$ cat src/rtl/spi_temp_reader.sv
// Round-robin SPI mode-0 reader for LM07-class sensors: per-channel CS_N, shared SCK, MSB-first capture.
// Define SPI_TEMP_SIGN_MAG_EN to deliver the captured value as sign + saturated magnitude.
module spi_temp_reader #(
  parameter int N_CH       = 2,
  parameter int FRAME_BITS = 16,
  parameter int DATA_BITS  = 8,
  parameter int CLK_DIV    = 2,
  parameter int GAP_CYCLES = 18,
  parameter int CHW        = (N_CH > 1) ? $clog2(N_CH) : 1
) (
  input  logic                 SYSCLK,
  input  logic                 RSTN,
  input  logic                 EN,
  input  logic                 SIO,
  output logic [N_CH-1:0]      CS_N,
  output logic                 SCK,
  output logic [DATA_BITS-1:0] sample_data,
  output logic                 sample_neg,
  output logic [CHW-1:0]       sample_ch,
  output logic                 sample_valid,
  output logic                 busy
);

  localparam int DIV_W = (CLK_DIV > 1) ? $clog2(CLK_DIV) : 1;
  localparam int BIT_W = (FRAME_BITS > 1) ? $clog2(FRAME_BITS) : 1;
  localparam int GAP_W = $clog2(GAP_CYCLES + 1);

  localparam logic [DIV_W-1:0]     DIV_LAST  = DIV_W'(CLK_DIV - 1);
  localparam logic [DIV_W-1:0]     DIV_ONE   = DIV_W'(1);
  localparam logic [BIT_W-1:0]     BIT_LAST  = BIT_W'(FRAME_BITS - 1);
  localparam logic [BIT_W-1:0]     DATA_LAST = BIT_W'(DATA_BITS - 1);
  localparam logic [BIT_W-1:0]     BIT_ONE   = BIT_W'(1);
  localparam logic [GAP_W-1:0]     GAP_LAST  = GAP_W'(GAP_CYCLES - 1);
  localparam logic [GAP_W-1:0]     GAP_ONE   = GAP_W'(1);
  localparam logic [CHW-1:0]       PTR_LAST  = CHW'(N_CH - 1);
  localparam logic [CHW-1:0]       PTR_ONE   = CHW'(1);
  localparam logic [N_CH-1:0]      CS_ONE    = N_CH'(1);
  localparam logic [DATA_BITS-1:0] DATA_ONE  = DATA_BITS'(1);

  typedef enum logic [2:0] {IDLE, SETUP, SHIFT, DONE, GAP} state_t;

  state_t                 state_q, state_d;
  logic [N_CH-1:0]        cs_n_q, cs_n_d;
  logic                   sck_q, sck_d;
  logic [DIV_W-1:0]       div_q, div_d;
  logic [BIT_W-1:0]       bit_q, bit_d;
  logic [GAP_W-1:0]       gap_q, gap_d;
  logic [DATA_BITS-1:0]   shreg_q, shreg_d;
  logic [CHW-1:0]         ptr_q, ptr_d;
  logic [DATA_BITS-1:0]   data_q, data_d;
  logic                   neg_q, neg_d;
  logic [CHW-1:0]         ch_q, ch_d;
  logic                   valid_q, valid_d;

  logic                   start_frame, take_bit, end_gap;
  logic [BIT_W-1:0]       next_bit;
  logic [DATA_BITS-1:0]   cap_data;
  logic                   cap_neg;

`ifdef SPI_TEMP_SIGN_MAG_EN
  localparam logic [DATA_BITS-1:0] MOST_NEG = DATA_ONE << (DATA_BITS - 1);
  localparam logic [DATA_BITS-1:0] MAX_POS  = MOST_NEG - DATA_ONE;

  always_comb begin
    cap_neg  = shreg_q[DATA_BITS-1];
    cap_data = shreg_q;
    if (shreg_q == MOST_NEG) cap_data = MAX_POS;
    else if (cap_neg)        cap_data = ~shreg_q + DATA_ONE;
  end
`else
  always_comb begin
    cap_neg  = 1'b0;
    cap_data = shreg_q;
  end
`endif

  // NOTE: every variable gets its hold value first so no path through the case leaves one unassigned (no latches).
  always_comb begin
    state_d     = state_q;
    cs_n_d      = cs_n_q;
    sck_d       = sck_q;
    div_d       = div_q;
    bit_d       = bit_q;
    gap_d       = gap_q;
    shreg_d     = shreg_q;
    ptr_d       = ptr_q;
    data_d      = data_q;
    neg_d       = neg_q;
    ch_d        = ch_q;
    valid_d     = 1'b0;
    start_frame = 1'b0;
    take_bit    = 1'b0;
    end_gap     = 1'b0;
    next_bit    = bit_q;

    case (state_q)
      IDLE: if (EN) start_frame = 1'b1;
      SETUP: begin
        if (div_q == DIV_LAST) begin
          div_d    = '0;
          sck_d    = 1'b1;
          take_bit = 1'b1;
          state_d  = SHIFT;
        end else begin
          div_d = div_q + DIV_ONE;
        end
      end
      SHIFT: begin
        if (div_q != DIV_LAST) begin
          div_d = div_q + DIV_ONE;
        end else begin
          div_d = '0;
          if (sck_q) begin
            sck_d = 1'b0;
          end else if (bit_q == BIT_LAST) begin
            state_d = DONE;
            cs_n_d  = '1;
            data_d  = cap_data;
            neg_d   = cap_neg;
            ch_d    = ptr_q;
            valid_d = 1'b1;
            ptr_d   = (ptr_q == PTR_LAST) ? '0 : ptr_q + PTR_ONE;
            gap_d   = GAP_ONE;
          end else begin
            next_bit = bit_q + BIT_ONE;
            bit_d    = next_bit;
            sck_d    = 1'b1;
            take_bit = 1'b1;
          end
        end
      end
      // The DONE cycle is the first of the inter-frame gap.
      DONE: begin
        if (GAP_LAST == '0) end_gap = 1'b1;
        else                state_d = GAP;
      end
      GAP: begin
        if (gap_q == GAP_LAST) end_gap = 1'b1;
        else                   gap_d = gap_q + GAP_ONE;
      end
      default: state_d = IDLE;
    endcase

    if (end_gap) begin
      if (EN) start_frame = 1'b1;
      else    state_d = IDLE;
    end

    if (start_frame) begin
      state_d = SETUP;
      cs_n_d  = ~(CS_ONE << ptr_q);
      shreg_d = '0;
      bit_d   = '0;
      div_d   = '0;
    end

    // Bits past the data field are still clocked but never enter the shift register.
    if (take_bit && (next_bit <= DATA_LAST)) shreg_d = (shreg_q << 1) | DATA_BITS'(SIO);
  end

  // NOTE: state registers use non-blocking assignments so all flops update together on the edge.
  always_ff @(posedge SYSCLK or negedge RSTN) begin
    if (!RSTN) begin
      state_q <= IDLE;
      cs_n_q  <= '1;
      sck_q   <= 1'b0;
      div_q   <= '0;
      bit_q   <= '0;
      gap_q   <= '0;
      shreg_q <= '0;
      ptr_q   <= '0;
      data_q  <= '0;
      neg_q   <= 1'b0;
      ch_q    <= '0;
      valid_q <= 1'b0;
    end else begin
      state_q <= state_d;
      cs_n_q  <= cs_n_d;
      sck_q   <= sck_d;
      div_q   <= div_d;
      bit_q   <= bit_d;
      gap_q   <= gap_d;
      shreg_q <= shreg_d;
      ptr_q   <= ptr_d;
      data_q  <= data_d;
      neg_q   <= neg_d;
      ch_q    <= ch_d;
      valid_q <= valid_d;
    end
  end

  assign CS_N         = cs_n_q;
  assign SCK          = sck_q;
  assign sample_data  = data_q;
  assign sample_neg   = neg_q;
  assign sample_ch    = ch_q;
  assign sample_valid = valid_q;
  assign busy         = ~&cs_n_q;

endmodule

$ cat config.mk
export PLATFORM = sky130hd
export DESIGN_NAME = spi_temp_reader
export DESIGN_NICKNAME = d
export VERILOG_FILES = /design/src/rtl/spi_temp_reader.sv
export SDC_FILE = /design/constraint.sdc
export NUM_CORES = 1
export LEC_CHECK = 0
export CORE_MARGIN = 5
export CORE_UTILIZATION = 59
export CTS_CLUSTER_SIZE = 25
export DETAILED_ROUTE_END_ITERATION = 7
export GPL_ROUTABILITY_DRIVEN = 0
export HOLD_SLACK_MARGIN = 0.02
export PLACE_DENSITY = 0.92
export SYNTH_ARGS = -nofsm -noshare
export SYNTH_HDL_FRONTEND = slang
export SYNTH_SLANG_ARGS = --single-unit
$ cat constraint.sdc
create_clock -name SYSCLK -period 4.8 [get_ports SYSCLK]
set_input_delay 0.96 -clock SYSCLK [delete_from_list [all_inputs] [get_ports SYSCLK]]
set_output_delay 0.96 -clock SYSCLK [all_outputs]
set_load 0.005 [all_outputs]
==> out/qor.csv, run 1 <==
metric;value;unit
initial antenna violation count;0;
flop2flop setup slack;3.04;ns
synthesized flop and latch total;35;
Async S/R FF share, synth;100;%
CP max FO;7;
fin nets;182;
maxcap violations;0;
first-pass GRT wire length;5700;µm
routed wire length;3180;µm
PwrDens;481;nW/µm²
clk_skew;0.0127;ns
worst vdd ir;0.000467;V
Setup crit end kind;output pin;
Cell Area, Synth;1710;µm²
ys flop type;dfrtp_1;
Die ar.;4080;µm²
commonest non-fill, non-tap cells in the layout;dfrtp_1 (33), nand2_1 (30), clkdlybuf4s50_1 (17), nor2_1 (14), mux2i_1 (7);
DR WL/cell;15.4;µm
worst reg2reg path endpoint;cap_data[4];
DR pass1 iterations;4;
Clock Tree Buf Depth;2;
TritonCTS buffer count;5;
slowest stage delay, CP;0.56;ns
Post CTS Setup Buffer Count;0;
CP max-delay cell;clkdlybuf4s50_1;
delay-heaviest family, CP;buffers and inverters;
crit share post-route;49.9;%
Leak;0.931;nW
TritonCTS clock tree;built;
Final Hold Fails;0;
CP Launch Type;flop;
Post-synth EDFFs;0;
Arr. time, crit path;1.44;ns
fraction of layout cells with a size suffix above 1;16.5;%
Worst Hold End;sample_data[1];
Final WS setup;2.40;ns
number of placed I/O pins;19;
largest net degree at the start of global routing;36;
r2r worst-path depth;6;
leading cell type in the layout, fill and taps excluded;dfrtp_1;
Initial DRC Count;36;
clock tree sinks;35;
grt ovf;0;
crit path cell chain;clkdlybuf4s50_1;
GRT Overall Usage;17.8;%
Final Setup Violations;0;
Req. time, crit path;3.84;ns
vias per inst;5.66;
crit path buf inv count;1;
outcome;completed;
Pins Over Slew Limit;0;
cts hold-fix bufs;0;
Ys Warns;0;
syn_nets;162;
fmax;417;MHz
worst hold path depth;2;
IO buf count;17;
hold_ws;0.484;ns
Hold WC Path Type;flop to flop;
Initial Util;62.0;%
Die Height;63.8;µm
post-DP HPWL;2250;µm
die width;63.8;µm
RSZ-0062 raised after global routing;no;
Post-Place Worst Slack;2.38;ns
DRC viols;0;
core footprint;2760;µm²
Netlist cell types;43;
fillers;173;
Reg-to-Reg Start;gap_q[1];
post_cts resized;0;
layout overhead on the synthesized area;15.0;%
Hold Crit Start;sample_data[1];
Clock Tree Root;clkbuf_4;
Vias;1172;
post-route ant nets;0;
clock slew at reported path FFs;0.11;ns
# H-tree levels;2;
vias in the first global route;1192;
Post-Syn Instances;155;
row count;19;
post-synthesis sequential area ratio;51.4;%
Inserted Diodes;0;
fin crit period;2.40;ns
clk_lat worst skew;0.34;ns
Synth Area per Inst;11.0;µm²
CP Class;flop to output pin;
Total Neg Setup Slack;0;ns
how the worst max path moves through the flow:
stage,depth (start not counted),from,end
after floorplan,4,EN,cap_data[0]
after global placement,5,EN,cap_data[0]
after detailed placement,5,EN,cap_data[4]
after CTS,1,SCK,SCK
after global routing,1,SCK,SCK
final,1,SCK,SCK
stage by stage:
stage                     instances  power, W  cell area [µm²]  util [%]
after floorplan                 155  0.000655             1710         -
after global placement          199  0.000704             1880      68.2
after detailed placement        199  0.000729             1880      68.2
after CTS                       207  0.000950             1970      71.3
after global routing            207   0.00101             1970      71.3
final                           207  0.000945             1970      71.3
where the power goes:
group / total [W] / leakage, nW / internal (W) / switching [W]
Sequential: 0.000436 / 0.471 / 0.000352 / 0.0000843
Clock: 0.000221 / 0.0482 / 0.000123 / 0.0000980
Combinational: 0.000288 / 0.412 / 0.000152 / 0.000136
cell usage after synthesis (2+ instances only):
library cell | number | share of area [%]
nor3_2 | 2 | 1.2
o21ai_0 | 6 | 1.8
dfrtp_1 | 33 | 48
inv_1 | 6 | 1.3
ha_1 | 3 | 2.2
nand2b_1 | 2 | 0.73
nor2_1 | 14 | 3.1
nand2_1 | 30 | 6.6
mux2i_1 | 7 | 4.1
buf_6 | 3 | 2.0
xnor2_1 | 3 | 1.5
nor3_1 | 3 | 0.88
mux2_4 | 4 | 3.5
xor2_1 | 3 | 1.5
dfstp_2 | 2 | 3.1
a21oi_1 | 4 | 1.2
nand3_1 | 4 | 1.2
layout make-up:
class,count,area (µm²),share of cell area [%]
clock inverter,2,35.0,1.78
tap,31,38.8,1.97
clock buffer,6,51.3,2.61
inverter,7,26.3,1.34
multi-input combinational,108,759,38.6
timing repair buffer,18,178,9.03
sequential,35,878,44.7
state kept, by name, summed over array words and instances (netlist names):
| name | flops |
|---|---|
| div_q | 1 |
| SCK | 1 |
| state_q | 3 |
| sample_valid | 1 |
| cap_data | 8 |
| ptr_q | 1 |
| gap_q | 5 |
| bit_q | 4 |
| sample_data | 8 |
| sample_ch | 1 |
| CS_N | 2 |
kinds of logic (layout without fill, tap and decap cells):
group / after synthesis / after routing / share of synthesized area, %
multiplexers: 12 / 12 / 8.27
other: 1 / 1 / 0.219
adder cells (fa/ha/maj): 3 / 3 / 2.19
flip-flops: 35 / 35 / 51.4
buffers and inverters: 12 / 33 / 4.24
AND/OR/NAND/NOR: 68 / 68 / 22.7
XOR/XNOR: 6 / 6 / 3.07
AO/OA/AOI/OAI: 18 / 18 / 7.97
per-layer routing:
| layer | part of all wire [%] | GRT usage (%) | up-vias |
|---|---|---|---|
| met5 | 0 | 0 | - |
| met4 | 1.5 | 6.75 | 0 |
| met3 | 5.5 | 6.30 | 6 |
| met2 | 49 | 26.5 | 28 |
| met1 | 44 | 23.9 | 578 |
| li1 | - | - | 560 |
Note: power is estimated with default switching activity, not from simulation.
==> run 2: changes to the inputs <==
--- a/config.mk
+++ b/config.mk
@@ -6,12 +6,12 @@
 export NUM_CORES = 1
 export LEC_CHECK = 0
 export CORE_MARGIN = 5
-export CORE_UTILIZATION = 59
+export CORE_UTILIZATION = 50
 export CTS_CLUSTER_SIZE = 25
 export DETAILED_ROUTE_END_ITERATION = 7
 export GPL_ROUTABILITY_DRIVEN = 0
 export HOLD_SLACK_MARGIN = 0.02
-export PLACE_DENSITY = 0.92
+export PLACE_DENSITY = 0.84
 export SYNTH_ARGS = -nofsm -noshare
 export SYNTH_HDL_FRONTEND = slang
 export SYNTH_SLANG_ARGS = --single-unit
==> constraint.sdc (replaced) <==
create_clock -name SYSCLK -period 2.07 [get_ports SYSCLK]
set_input_delay 0.414 -clock SYSCLK [delete_from_list [all_inputs] [get_ports SYSCLK]]
set_output_delay 0.414 -clock SYSCLK [all_outputs]
set_load 0.005 [all_outputs]
==> run 2 against run 1 <==
  * Critical path depth did not move
  * Global-route usage fell by 1.7 points
  * Setup slack got worse by 2.2 ns
  * Clock power up 77%
  * Utilization fell by 12 points
  * Sequential share of layout area did not move
  * Non-clock buffer count grew 1
  * Die area is 15% higher
  * Power up 120%
  * Final area is the same
  * Sequential power up 130%
  * Register-to-register slack lost 2.7 ns
  * Critical path type unchanged
  * Largest power group unchanged
  * Highest routed layer unchanged
==> out/qor.csv, run 2 (synthesis results as in run 1) <==
metric;value;unit;change
crit share post-route;89.9;%;
post-DP HPWL;2260;µm;+0.47%
DR pass1 iterations;4;;unchanged
CP Class;flop to output pin;;
Total Neg Setup Slack;0;ns;unchanged
Die ar.;4690;µm²;+15%
Hold WC Path Type;input port to async pin;;
post_cts resized;0;;unchanged
Clock Tree Buf Depth;2;;unchanged
core footprint;3340;µm²;+21%
clock share of power;19.0;%;-4.4 points
DP Area;1910;µm²;+1.4%
fin crit period;1.86;ns;
commonest non-fill, non-tap cells in the layout;dfrtp_1 (33), nand2_1 (30), clkdlybuf4s50_1 (17), nor2_1 (14), mux2i_1 (7);;
final instance area;1970;µm²;unchanged
Comb pwr share;32.0;%;+1.6 points
TritonCTS clock tree;built;;
Final Hold Fails;0;;unchanged
number of placed I/O pins;19;;unchanged
fin nets;183;;+0.55%
Post CTS Setup Buffer Count;0;;unchanged
Arr. time, crit path;1.45;ns;about the same
initial antenna violation count;0;;unchanged
CP max-delay cell;clkdlybuf4s50_1;;
Inserted Diodes;0;;unchanged
largest net degree at the start of global routing;36;;unchanged
Die Height;68.5;µm;+7.3%
delay-heaviest family, CP;buffers and inverters;;
Layout Utilization;58.9;%;-12 points
DR WL/cell;14.3;µm;-6.6%
outcome;completed;;
# H-tree levels;2;;unchanged
vias per inst;5.27;;-6.9%
Pint;0.00134;W;+110%
crit path cell chain;clkdlybuf4s50_1;;
Post-Place Worst Slack;0.304;ns;-2.07 ns
Vias;1176;;+0.34%
post-route ant nets;0;;unchanged
DRC viols;0;;unchanged
IO buf count;17;;unchanged
TritonCTS buffer count;5;;unchanged
PwrDens;1050;nW/µm²;+120%
worst vdd ir;0.000546;V;+17%
vias in the first global route;1207;;+1.3%
clock slew at reported path FFs;0.11;ns;about the same
Net Sw Frac;35.2;%;+1.5 points
leading cell type in the layout, fill and taps excluded;dfrtp_1;;
fraction of layout cells with a size suffix above 1;16.4;%;-0.093 points
Clock Tree Root;clkbuf_4;;
layout overhead on the synthesized area;15.0;%;unchanged
Setup crit end kind;output pin;;
clock tree sinks;35;;unchanged
GRT Overall Usage;16.1;%;-1.7 points
CP Launch Type;flop;;
Initial Util;51.3;%;-11 points
P_sw;0.000727;W;+130%
Leak;0.923;nW;-0.84%
Final Setup Violations;0;;unchanged
routed wire length;3200;µm;+0.57%
clk_skew;0.00681;ns;-0.00587 ns
post-route insts no fill;223;;+7.7%
row count;21;;+2
Req. time, crit path;1.66;ns;-2.18 ns
Flop pwr share;49.0;%;+2.8 points
Initial DRC Count;58;;+61%
Final WS setup;0.209;ns;-2.19 ns
RSZ-0062 raised after global routing;no;;
die width;68.5;µm;+7.3%
CP max FO;7;;unchanged
clk_lat worst skew;0.33;ns;about the same
slowest stage delay, CP;0.57;ns;about the same
grt ovf;0;;unchanged
maxcap violations;0;;unchanged
Pins Over Slew Limit;0;;unchanged
crit path buf inv count;1;;unchanged
fmax;537;MHz;
first-pass GRT wire length;5640;µm;-0.97%
cts hold-fix bufs;0;;unchanged
Inst Count DP;215;;+8.0%
## run 2: cell types whose count changed in the layout (fill, tap and decap cells not counted), sizes merged
cell | before | now
bufinv | 1 | 0
clkbuf | 6 | 7
buf | 1 | 2
## run 2: per-layer routing
metal / GRT usage, % / share of wire [%] / vias up
li1: - / - / 561
met1: 20.4 / 44 / 586
met2: 27.2 / 50 / 26
met3: 4.11 / 5.4 / 3
met4: 4.47 / 0.69 / 0
met5: 0 / 0 / -
## run 2: area by class of cell
cell class / count / area, µm²
clock inverters: 1 / 5.00
flip-flops and latches: 35 / 878
clock buffers: 7 / 55.1
multi-input cells: 108 / 759
well taps: 46 / 57.6
repair buffers: 19 / 185
fillers: 288 / 1370
inverters: 7 / 26.3
## run 2: path summary, 6_finish.rpt
kind,from,to,slack [ns],depth (start not counted)
worst max-delay path,SCK,SCK,0.21,1
worst min-delay path,RSTN,state_q[2],0.48,2
worst min register to register,ptr_q,CS_N[1],0.49,1
worst max register to register,bit_q[0],gap_q[1],0.31,6
min in group SYSCLK,ptr_q,CS_N[1],0.49,1
max in group asynchronous,RSTN,CS_N[0],1.24,2
## run 2: through the flow
stage	hold slack, ns	total power [W]
after floorplan	0.118	0.00152
after global placement	0.456	0.00165
after detailed placement	0.461	0.00170
after CTS	0.494	0.00209
after global routing	0.514	0.00221
final	0.476	0.00207
## run 2: power by group through the flow
stage          Clock, W  Combinational (W)  Sequential [W]
2_1_floorplan         0           0.000591        0.000929
5_1_grt        0.000435           0.000738         0.00104
4_1_cts        0.000400           0.000675         0.00101
3_5_place_dp          0           0.000672         0.00102
3_3_place_gp          0           0.000638         0.00101
6_report       0.000392           0.000662         0.00101
==> run 3: changes to the inputs <==
--- a/config.mk
+++ b/config.mk
@@ -7,6 +7,7 @@
 export LEC_CHECK = 0
 export CORE_MARGIN = 5
 export CORE_UTILIZATION = 50
+export CTS_CLUSTER_DIAMETER = 120
 export CTS_CLUSTER_SIZE = 25
 export DETAILED_ROUTE_END_ITERATION = 7
 export GPL_ROUTABILITY_DRIVEN = 0
==> results of run 3 <==
Final layout, timing and power as in run 2 (identical DEF).
